===== src/rtl/sti_dac_pkg.sv =====
// Shared definitions for the banked serial-transmit / data-arrange path:
// serial length codes, serializer states and word-building helpers.
package sti_dac_pkg;

    localparam logic [1:0] LEN_8  = 2'b00;
    localparam logic [1:0] LEN_16 = 2'b01;
    localparam logic [1:0] LEN_24 = 2'b10;
    localparam logic [1:0] LEN_32 = 2'b11;

    typedef enum logic {
        SER_IDLE  = 1'b0,
        SER_SHIFT = 1'b1
    } ser_state_e;

    // Serial bit count for a length code: 8 * (code + 1)
    function automatic logic [5:0] len_bits(input logic [1:0] len);
        return {({1'b0, len} + 3'd1), 3'b000};
    endfunction

    // Right-aligned serial word; only the low len_bits() bits are meaningful
    function automatic logic [31:0] build_word(input logic [1:0]  len,
                                               input logic        low,
                                               input logic        fill,
                                               input logic [15:0] data);
        logic [31:0] w;
        case (len)
            LEN_8:   w = low ? {24'd0, data[15:8]} : {24'd0, data[7:0]};
            LEN_16:  w = {16'd0, data};
            LEN_24:  w = fill ? {8'd0, data, 8'd0} : {16'd0, data};
            LEN_32:  w = fill ? {data, 16'd0} : {16'd0, data};
            default: w = 32'd0;
        endcase
        return w;
    endfunction

endpackage


===== src/rtl/sti_dac_banked_serializer.sv =====
// Word serializer: accepts a 16-bit word under pi_ready back-pressure and shifts
// out 8/16/24/32 bits, MSB- or LSB-first, with no bubble between back-to-back words.
module sti_word_serializer
    import sti_dac_pkg::*;
(
    input  logic        clk_i,
    input  logic        rst_i,
    input  logic        load_i,
    input  logic        msb_i,
    input  logic        low_i,
    input  logic        fill_i,
    input  logic [1:0]  length_i,
    input  logic [15:0] data_i,
    output logic        ready_o,
    output logic        so_data_o,
    output logic        so_valid_o
);

    ser_state_e  state_q, state_d;
    logic [31:0] sh_q, sh_d;
    logic [5:0]  cnt_q, cnt_d;
    logic        msb_q, msb_d;

    logic        last_s;
    logic        ready_s;
    logic        accept_s;
    logic [31:0] word_s;
    logic [5:0]  bits_s;

    assign last_s   = (state_q == SER_SHIFT) && (cnt_q == 6'd1);
    assign ready_s  = (state_q == SER_IDLE) || last_s;
    assign accept_s = load_i && ready_s;
    assign word_s   = build_word(length_i, low_i, fill_i, data_i);
    assign bits_s   = len_bits(length_i);

    // Next-state: load a new word (left-aligned for MSB-first) or shift the current one
    always_comb begin
        state_d = state_q;
        sh_d    = sh_q;
        cnt_d   = cnt_q;
        msb_d   = msb_q;
        if (accept_s) begin
            state_d = SER_SHIFT;
            cnt_d   = bits_s;
            msb_d   = msb_i;
            sh_d    = msb_i ? (word_s << (6'd32 - bits_s)) : word_s;
        end else begin
            case (state_q)
                SER_SHIFT: begin
                    if (last_s) begin
                        state_d = SER_IDLE;
                        cnt_d   = 6'd0;
                        sh_d    = 32'd0;
                    end else begin
                        cnt_d = cnt_q - 6'd1;
                        sh_d  = msb_q ? (sh_q << 1) : (sh_q >> 1);
                    end
                end
                SER_IDLE: state_d = SER_IDLE;
                default: begin
                    state_d = SER_IDLE;
                    cnt_d   = 6'd0;
                    sh_d    = 32'd0;
                end
            endcase
        end
    end

    // Serializer state register
    always_ff @(posedge clk_i or posedge rst_i) begin
        if (rst_i) begin
            state_q <= SER_IDLE;
            sh_q    <= 32'd0;
            cnt_q   <= 6'd0;
            msb_q   <= 1'b0;
        end else begin
            state_q <= state_d;
            sh_q    <= sh_d;
            cnt_q   <= cnt_d;
            msb_q   <= msb_d;
        end
    end

    assign ready_o    = ready_s;
    assign so_valid_o = (state_q == SER_SHIFT);
    assign so_data_o  = (state_q == SER_SHIFT) && (msb_q ? sh_q[31] : sh_q[0]);

endmodule


===== src/rtl/sti_dac_banked.sv =====
// Serial-transmit / data-arrange top: serializer plus pixel packer writing
// checkerboard-ordered pixels into NBANK odd/even bank pairs.
// Optional feature macro: STI_DAC_ZERO_PAD_EN (zero-pad remaining memory after pi_end).
module sti_dac_banked
    import sti_dac_pkg::*;
#(
    parameter int unsigned PIX_W   = 8,
    parameter int unsigned NBANK   = 4,
    parameter int unsigned ADDR_W  = 5,
    parameter int unsigned ROW_PIX = 8
) (
    input  logic              clk_i,
    input  logic              reset_i,
    input  logic              load_i,
    input  logic              pi_msb_i,
    input  logic              pi_low_i,
    input  logic              pi_fill_i,
    input  logic [1:0]        pi_length_i,
    input  logic [15:0]       pi_data_i,
    input  logic              pi_end_i,
    output logic              pi_ready_o,
    output logic              so_data_o,
    output logic              so_valid_o,
    output logic [NBANK-1:0]  odd_wr_o,
    output logic [NBANK-1:0]  even_wr_o,
    output logic [ADDR_W-1:0] oem_addr_o,
    output logic [PIX_W-1:0]  oem_dataout_o,
    output logic              oem_finish_o
);

    localparam int unsigned BIT_W  = (PIX_W > 2) ? $clog2(PIX_W) : 1;
    localparam int unsigned COL_W  = (ROW_PIX > 2) ? $clog2(ROW_PIX) : 1;
    localparam int unsigned BANK_W = (NBANK > 1) ? $clog2(NBANK) : 1;

    localparam logic [BIT_W-1:0]  BIT_LAST  = BIT_W'(PIX_W - 1);
    localparam logic [COL_W-1:0]  COL_LAST  = COL_W'(ROW_PIX - 1);
    localparam logic [BANK_W-1:0] BANK_LAST = BANK_W'(NBANK - 1);
    localparam logic [ADDR_W-1:0] ADDR_LAST = {ADDR_W{1'b1}};

    logic ser_ready_s, so_data_s, so_valid_s;

    sti_word_serializer u_ser (
        .clk_i      (clk_i),
        .rst_i      (reset_i),
        .load_i     (load_i),
        .msb_i      (pi_msb_i),
        .low_i      (pi_low_i),
        .fill_i     (pi_fill_i),
        .length_i   (pi_length_i),
        .data_i     (pi_data_i),
        .ready_o    (ser_ready_s),
        .so_data_o  (so_data_s),
        .so_valid_o (so_valid_s)
    );

    logic [PIX_W-1:0]  pix_sh_q, pix_sh_d;
    logic [BIT_W-1:0]  bitcnt_q, bitcnt_d;
    logic [COL_W-1:0]  col_q, col_d;
    logic              row_par_q, row_par_d;
    logic [ADDR_W-1:0] addr_q, addr_d;
    logic [BANK_W-1:0] bank_q, bank_d;
    logic              full_q, full_d;
    logic              end_q, end_d;
    logic              finish_q, finish_d;
    logic [NBANK-1:0]  odd_wr_q, odd_wr_d;
    logic [NBANK-1:0]  even_wr_q, even_wr_d;
    logic [ADDR_W-1:0] oem_addr_q, oem_addr_d;
    logic [PIX_W-1:0]  oem_data_q, oem_data_d;

    logic              end_ok_s;
    logic              commit_s;
    logic [PIX_W-1:0]  pixel_s;
    logic              odd_sel_s;
    logic [NBANK-1:0]  bank_oh_s;

    // End of stream only counts with the serializer drained and no new word starting
    assign end_ok_s  = pi_end_i && !end_q && !so_valid_s && !(load_i && ser_ready_s);
    assign odd_sel_s = ~(col_q[0] ^ row_par_q);
    assign bank_oh_s = NBANK'(1) << bank_q;

    // Packer, checkerboard placement, address/bank advance and finish
    always_comb begin
        pix_sh_d   = pix_sh_q;
        bitcnt_d   = bitcnt_q;
        col_d      = col_q;
        row_par_d  = row_par_q;
        addr_d     = addr_q;
        bank_d     = bank_q;
        full_d     = full_q;
        end_d      = end_q;
        finish_d   = finish_q;
        odd_wr_d   = '0;
        even_wr_d  = '0;
        oem_addr_d = oem_addr_q;
        oem_data_d = oem_data_q;
        commit_s   = 1'b0;
        pixel_s    = '0;

        if (so_valid_s && !end_q) begin
            pix_sh_d = {pix_sh_q[PIX_W-2:0], so_data_s};
            if (bitcnt_q == BIT_LAST) begin
                bitcnt_d = '0;
                commit_s = 1'b1;
                pixel_s  = {pix_sh_q[PIX_W-2:0], so_data_s};
            end else begin
                bitcnt_d = bitcnt_q + BIT_W'(1);
            end
        end else if (end_ok_s) begin
            end_d    = 1'b1;
            bitcnt_d = '0;
            pix_sh_d = '0;
        end
`ifdef STI_DAC_ZERO_PAD_EN
        else if (end_q && !full_q) begin
            commit_s = 1'b1;
            pixel_s  = '0;
        end
`endif
        else begin
            pix_sh_d = pix_sh_q;
        end

        if (commit_s && !full_q) begin
            if (odd_sel_s) begin
                odd_wr_d = bank_oh_s;
            end else begin
                even_wr_d = bank_oh_s;
            end
            oem_addr_d = addr_q;
            oem_data_d = pixel_s;
            if (col_q == COL_LAST) begin
                col_d     = '0;
                row_par_d = ~row_par_q;
            end else begin
                col_d = col_q + COL_W'(1);
            end
            // Second pixel of a pair closes the address slot
            if (col_q[0]) begin
                if (addr_q == ADDR_LAST) begin
                    addr_d = '0;
                    if (bank_q == BANK_LAST) begin
                        full_d = 1'b1;
                    end else begin
                        bank_d = bank_q + BANK_W'(1);
                    end
                end else begin
                    addr_d = addr_q + ADDR_W'(1);
                end
            end else begin
                addr_d = addr_q;
            end
        end else begin
            odd_wr_d  = '0;
            even_wr_d = '0;
        end

`ifdef STI_DAC_ZERO_PAD_EN
        finish_d = finish_q | full_q;
`else
        finish_d = finish_q | full_q | end_ok_s;
`endif
    end

    // Packer and write-port registers
    always_ff @(posedge clk_i or posedge reset_i) begin
        if (reset_i) begin
            pix_sh_q   <= '0;
            bitcnt_q   <= '0;
            col_q      <= '0;
            row_par_q  <= 1'b0;
            addr_q     <= '0;
            bank_q     <= '0;
            full_q     <= 1'b0;
            end_q      <= 1'b0;
            finish_q   <= 1'b0;
            odd_wr_q   <= '0;
            even_wr_q  <= '0;
            oem_addr_q <= '0;
            oem_data_q <= '0;
        end else begin
            pix_sh_q   <= pix_sh_d;
            bitcnt_q   <= bitcnt_d;
            col_q      <= col_d;
            row_par_q  <= row_par_d;
            addr_q     <= addr_d;
            bank_q     <= bank_d;
            full_q     <= full_d;
            end_q      <= end_d;
            finish_q   <= finish_d;
            odd_wr_q   <= odd_wr_d;
            even_wr_q  <= even_wr_d;
            oem_addr_q <= oem_addr_d;
            oem_data_q <= oem_data_d;
        end
    end

    assign pi_ready_o    = ser_ready_s;
    assign so_data_o     = so_data_s;
    assign so_valid_o    = so_valid_s;
    assign odd_wr_o      = odd_wr_q;
    assign even_wr_o     = even_wr_q;
    assign oem_addr_o    = oem_addr_q;
    assign oem_dataout_o = oem_data_q;
    assign oem_finish_o  = finish_q;

endmodule


===== config.mk =====
export PLATFORM = sky130hd
export DESIGN_NAME = sti_dac_banked
export DESIGN_NICKNAME = d
export VERILOG_FILES = /design/src/rtl/sti_dac_pkg.sv /design/src/rtl/sti_dac_banked_serializer.sv /design/src/rtl/sti_dac_banked.sv
export SDC_FILE = /design/constraint.sdc
export NUM_CORES = 1
export LEC_CHECK = 0
export BUFFER_PORTS_ARGS = -buffer_cell sky130_fd_sc_hd__buf_2
export CAP_MARGIN = 20
export CORE_UTILIZATION = 40
export DETAILED_ROUTE_END_ITERATION = 8
export HOLD_SLACK_MARGIN = 0.05
export SYNTH_ARGS = -nofsm -noshare
export SYNTH_HDL_FRONTEND = slang
export SYNTH_HIERARCHICAL = 1
export SYNTH_SLANG_ARGS = --single-unit

===== constraint.sdc =====
create_clock -name clk_i -period 2.5 [get_ports clk_i]
set_input_delay 0.125 -clock clk_i [delete_from_list [all_inputs] [get_ports clk_i]]
set_output_delay 0.125 -clock clk_i [all_outputs]
set_load 0.01 [all_outputs]

==> impl_metrics.env, run 1 <==
export IMPL_status="completed"
export IMPL_grt_pass1_vias=4551
export IMPL_min_to="u_ser/sh_q[26]"
export IMPL_min_delay_start="pi_data_i[10]"
export IMPL_clockBufferDepth=2
export IMPL_grt_util_all_layers=0.215
export IMPL_die_w_um=118
export IMPL_first_pass_iters=5
export IMPL_portBuffers=49
export IMPL_period_share=0.940
export IMPL_power_leakage_nw=2.78
export IMPL_syn_area_um2=5400
export IMPL_drive_above_1_share=0.265
export IMPL_critPathLaunchType="primary input"
export IMPL_max_freq_mhz=425
export IMPL_dp_slack_ps=-140
export IMPL_fin_util=0.466
export IMPL_power_mw=5.66
export IMPL_synth_fp_nets=577
export IMPL_min_path_type="in2reg"
export IMPL_drt_iter0_drc=371
export IMPL_hold_viol=0
export IMPL_core_um2=13200
export IMPL_synth_commonest_cells="85 x dfrtp_1, 45 x nand2_1, 38 x nor2_1"
export IMPL_dp_hpwl_mm=10.4
export IMPL_rr_startpoint="u_ser/cnt_q[2]"
export IMPL_cts_max_level=3
export IMPL_syn_avg_cell_area_um2=10.1
export IMPL_grt_setup_unrepaired="no"
export IMPL_setup_viol=0
export IMPL_wl_mm=14.3
export IMPL_worstSetupEndpointType="flop"
export IMPL_die_h_um=118
export IMPL_cts_buffers=9
export IMPL_dpl_cell_area_um2=5840
export IMPL_synth_warnings=6
export IMPL_routed_via_density=5.94
export IMPL_r2r_cells=6
export IMPL_overflow=0
export IMPL_ios=50
export IMPL_worstPathRequired_ps=2720
export IMPL_synth_ff_type="dfrtp_1"
export IMPL_fin_ws_ps=150
export IMPL_powerDensity_nw_per_um2=920
export IMPL_ys_types=74
export IMPL_insertion_delay_ps=340
export IMPL_hold_worst_slack_ps=152
export IMPL_vdd_drop_max_mv=0.369
export IMPL_synth_cells=534
export IMPL_num_rows=42
export IMPL_cp_arrival_ps=2570
export IMPL_synth_area_top_cells="dfrtp_1 39%, mux2_2 6.9%, mux2i_1 4.4%, ha_1 4.2%, a22o_1 3.7%"
export IMPL_wire_per_inst_um=18.8
export IMPL_cts_hold_buf=1
export IMPL_die_area_um2=14000
export IMPL_synthArstFlopShare=1.00
export IMPL_clk_pin_slew_ps=60
export IMPL_min_path_cells=3
export IMPL_worst_setup_path_type="in2reg"
export IMPL_instances_no_fill=762
export IMPL_num_vias=4527
export IMPL_area_growth_syn_to_layout_pct=13.9
export IMPL_grt_max_degree=41
export IMPL_tightest_slew_ps=878
export IMPL_min_period_ps=2350
export IMPL_antenna_found_initial=0
export IMPL_synth_edf_count=0
export IMPL_post_cts_resized=0
export IMPL_n_antenna_cell=0
export IMPL_grt_first_pass_wirelength_mm=23.9
export IMPL_r2r_setup_slack_ps=370
export IMPL_synth_most_common_cell="dfrtp_1"
export IMPL_fin_skew_ps=5.92
export IMPL_ys_seq_area_frac=0.394
export IMPL_place_gp_congestion=0.881
export IMPL_ant_nets=0
export IMPL_drc=0
export IMPL_place_inst=746
export IMPL_ys_seq_elements=85
export IMPL_maxSlewHeadroom=0.399
export IMPL_start_util=0.409
export IMPL_setup_tns_ps=0
export IMPL_cts_tree="yes"
export IMPL_r2r_end="pix_sh_q[0]"
export IMPL_slew_violations=0
export IMPL_fin_nets=625
export IMPL_cp_max_fo=11
export IMPL_cts_sinks=85
export IMPL_netlist_area_leader_share=0.394
export IMPL_cts_setup_buffers=0
export IMPL_synth_top_area_cell="dfrtp_1"
export IMPL_stdcell_area_um2=6150
export IMPL_cap_viol_max_count=0
export IMPL_fillers=1249
export IMPL_clockRootBuffer="clkbuf_16"
[registers in the layout, indices dropped and copies added, names as in the netlist]
name              count
bitcnt_q              3
full_q                1
oem_finish_o          1
oem_dataout_o         8
col_q                 3
u_ser/sh_q           32
addr_q                5
bank_q                2
odd_wr_o              4
u_ser/msb_q           1
row_par_q             1
end_q                 1
even_wr_o             4
u_ser/so_valid_o      1
u_ser/cnt_q           6
pix_sh_q              7
oem_addr_o            5
[kinds of logic after synthesis]
group | count (synthesis) | share of synthesized area
multiplexers | 58 | 0.116
AND/OR/NAND/NOR | 156 | 0.150
XOR/XNOR | 5 | 0.0116
adder cells (fa/ha/maj) | 18 | 0.0417
flip-flops | 85 | 0.394
buffers and inverters | 51 | 0.0484
AO/OA/AOI/OAI | 161 | 0.238
[cell type report]
class                   count  area, µm²  area share
multi-input cells         398       3010       0.489
flip-flops and latches     85       2130       0.346
repair buffers             75        443      0.0720
clock buffers               9        225      0.0366
well taps                 176        220      0.0358
clock inverters             6       71.3      0.0116
inverters                  13       53.8     0.00875
[worst max-delay path by stage]
stage / start / to / cells past startpoint
4_1_cts: pi_length_i[0] / u_ser/sh_q[27] / 10
5_1_grt: pi_length_i[0] / u_ser/sh_q[27] / 10
6_report: pi_length_i[0] / u_ser/sh_q[27] / 10
2_1_floorplan: pi_length_i[0] / u_ser/sh_q[19] / 10
3_5_place_dp: pi_length_i[0] / u_ser/sh_q[27] / 10
3_3_place_gp: pi_length_i[0] / u_ser/sh_q[27] / 10
[report_power, final]
part           switching (mW)  internal [mW]  total, mW
clock network           0.570          0.781       1.35
registers               0.429           1.79       2.22
logic                    1.07           1.02       2.09
[critical path, cell delays in order]
cell       delay, ps
buf_2            130
inv_1            130
ha_1             410
buf_4            240
a21boi_0          90
o2bb2ai_1        240
o22ai_1          120
a2111oi_0        800
buf_4            220
o21ai_0           60
[layer usage]
layer | wire length [µm] | vias up | track usage
met4 | 292 | 0 | 0.0777
met5 | 0 | - | 0
li1 | - | 2099 | -
met2 | 6660 | 138 | 0.333
met1 | 6620 | 2267 | 0.300
met3 | 761 | 23 | 0.0386
[placed cells by master, fill, tap and decap left out, types with 3 or more instances in the layout]
cell / n
inv_1: 11
o211ai_1: 3
clkbuf_16: 9
a41oi_1: 3
mux2_2: 33
a211o_1: 5
nor2_1: 38
buf_4: 25
a22oi_1: 7
and3_1: 3
and2_1: 5
a221o_1: 9
nor3_2: 3
xnor2_1: 3
a221oi_2: 5
dfrtp_1: 85
a21boi_0: 3
a21bo_2: 5
a22o_1: 23
a21oi_1: 13
or2_2: 7
nor2b_1: 9
mux2i_1: 24
nand2_1: 45
ha_1: 18
nor3_1: 3
o31ai_1: 3
o22ai_1: 5
o221ai_1: 4
buf_2: 49
o2bb2ai_1: 5
o21bai_1: 7
nand3_1: 14
nand2b_1: 12
o21ai_1: 7
o21ai_0: 22
a221oi_1: 11
Power figures use the tool's default switching activity.
==> run 2, diff against run 1 <==
CORE_UTILIZATION = 55   (was 40)
CTS_CLUSTER_SIZE = 30   (was unset)
PLACE_DENSITY = 0.75   (was unset)
SLEW_MARGIN = 5   (was unset)
==> run 2 against run 1 <==
Compared with the run above: setup slack gained 140 ps; combinational power about the same; utilization rose by 17 points; global-route usage grew 6.0 points; critical path type is now reg2out; via count increased by 1.6%; sequential cell count stayed put; count of clock-buffer cells in the layout stayed put; highest routed layer unchanged; hold slack lost 34 ps; critical endpoint is now pi_ready_o; non-clock buffer count fell by 3.
==> impl_metrics.env, run 2 (same netlist as run 1, synthesis figures left out) <==
export IMPL_worstPathRequired_ps=2380
export IMPL_grt_util_all_layers=0.275
export IMPL_cp_max_fo=23
export IMPL_n_antenna_cell=0
export IMPL_fillers=837
export IMPL_grt_setup_unrepaired="no"
export IMPL_layout_commonest_cell="dfrtp_1"
export IMPL_power_mw=5.25
export IMPL_cts_tree="yes"
export IMPL_cts_buffers=9
export IMPL_largest_reg_flops=32
export IMPL_layout_common_cells="85 x dfrtp_1, 49 x buf_2, 45 x nand2_1"
export IMPL_first_pass_iters=6
export IMPL_min_period_ps=2210
export IMPL_post_cts_resized=0
export IMPL_met2_length_mm=6.28
export IMPL_die_w_um=101
export IMPL_multi_input_area_um2=3010
export IMPL_slew_violations=0
export IMPL_dp_hpwl_mm=9.81
export IMPL_num_vias=4601
export IMPL_clk_pin_slew_ps=100
export IMPL_setup_tns_ps=0
export IMPL_die_h_um=101
export IMPL_drive_above_1_share=0.264
export IMPL_largest_register="u_ser/sh_q"
export IMPL_insertion_delay_ps=360
export IMPL_overflow=0
export IMPL_worstSetupEndpointType="output pin"
export IMPL_status="completed"
export IMPL_powerDensity_nw_per_um2=876
export IMPL_vdd_drop_max_mv=0.486
export IMPL_r2r_end="pix_sh_q[1]"
export IMPL_maxSlewHeadroom=0.401
export IMPL_area_growth_syn_to_layout_pct=11.0
export IMPL_cap_viol_max_count=0
export IMPL_hold_viol=0
export IMPL_drt_iter0_drc=388
export IMPL_met3_length_um=832
export IMPL_grt_first_pass_wirelength_mm=21.7
export IMPL_ios=50
export IMPL_clockBufferDepth=2
export IMPL_place_gp_congestion=1.00
export IMPL_ant_nets=0
export IMPL_startpoint="u_ser/cnt_q[2]"
export IMPL_min_path_type="in2reg"
export IMPL_hold_worst_slack_ps=118
export IMPL_antenna_found_initial=0
export IMPL_setup_viol=0
export IMPL_num_rows=35
export IMPL_fin_nets=622
export IMPL_max_freq_mhz=453
export IMPL_fin_skew_ps=14.0
export IMPL_worstSetupEndpoint="pi_ready_o"
export IMPL_critPathLaunchType="flop"
export IMPL_wl_met1_mm=6.06
export IMPL_power_leakage_nw=2.73
export IMPL_grt_max_degree=46
export IMPL_r2r_cells=6
export IMPL_die_area_um2=10200
export IMPL_dpl_cell_area_um2=5780
export IMPL_cts_setup_buffers=0
export IMPL_portBuffers=49
export IMPL_ff_latch_area_um2=2130
export IMPL_start_util=0.576
export IMPL_rr_startpoint="u_ser/cnt_q[2]"
export IMPL_cts_hold_buf=1
export IMPL_core_um2=9370
export IMPL_r2r_setup_slack_ps=360
export IMPL_tightest_slew_ps=897
export IMPL_cp_arrival_ps=2080
export IMPL_worst_setup_path_type="reg2out"
export IMPL_highest_layer="met4"
export IMPL_wl_mm=13.5
export IMPL_stdcell_area_um2=5990
export IMPL_clockRootBuffer="clkbuf_8"
export IMPL_drc=0
export IMPL_grt_pass1_vias=4162
export IMPL_period_share=0.884
export IMPL_wire_per_inst_um=19.0
export IMPL_cts_sinks=85
export IMPL_cts_max_level=3
export IMPL_routed_via_density=6.45
## run 2: changes by cell type in the layout (fill, tap and decap cells not counted), sizes merged
cell / before / now
buf: 74 / 71
bufinv: 1 / 0
clkinvlp: 1 / 0
clkinv: 3 / 5
inv: 14 / 15
## run 2: worst min-delay path by stage
stage | start | endpoint | slack (ps) | cells past startpoint
after floorplan | pi_data_i[8] | u_ser/sh_q[24] | 330 | 2
after global placement | reset_i | u_ser/sh_q[30] | 300 | 3
after detailed placement | reset_i | u_ser/sh_q[30] | 300 | 3
after CTS | load_i | u_ser/cnt_q[1] | 110 | 2
after global routing | load_i | u_ser/cnt_q[1] | 110 | 2
final | load_i | u_ser/cnt_q[1] | 120 | 2
## run 2: stage by stage
| stage | utilization | instances | setup WS, ps |
|---|---|---|---|
| after global routing | 0.639 | 713 | 173 |
| after floorplan | - | 534 | 143 |
| after detailed placement | 0.616 | 696 | 220 |
| after CTS | 0.639 | 713 | 279 |
| final | 0.639 | 713 | 290 |
| after global placement | 0.616 | 696 | 305 |
## run 2: worst max-delay path, stage by stage (launching register included)
cell and delay (ps):
dfrtp_1 420, or4_1 520, o21a_1 220, clkinv_4 160, buf_4 240, buf_2 160
## run 2: layout make-up
cell class | instances | area share
clock buffers | 9 | 0.0207
multi-input cells | 398 | 0.503
well taps | 129 | 0.0269
repair buffers | 72 | 0.0723
inverters | 13 | 0.00898
clock inverters | 7 | 0.0136
flip-flops and latches | 85 | 0.355
## run 2: layer usage
metal / vias to the layer above / track usage
met5: - / 0
met4: 0 / 0.100
met3: 35 / 0.0499
met2: 187 / 0.412
met1: 2285 / 0.397
li1: 2094 / -
## run 2: report_power, final
group          internal (mW)  switching, mW
Sequential              1.78          0.413
Combinational           1.01           1.05
Clock                  0.399          0.584
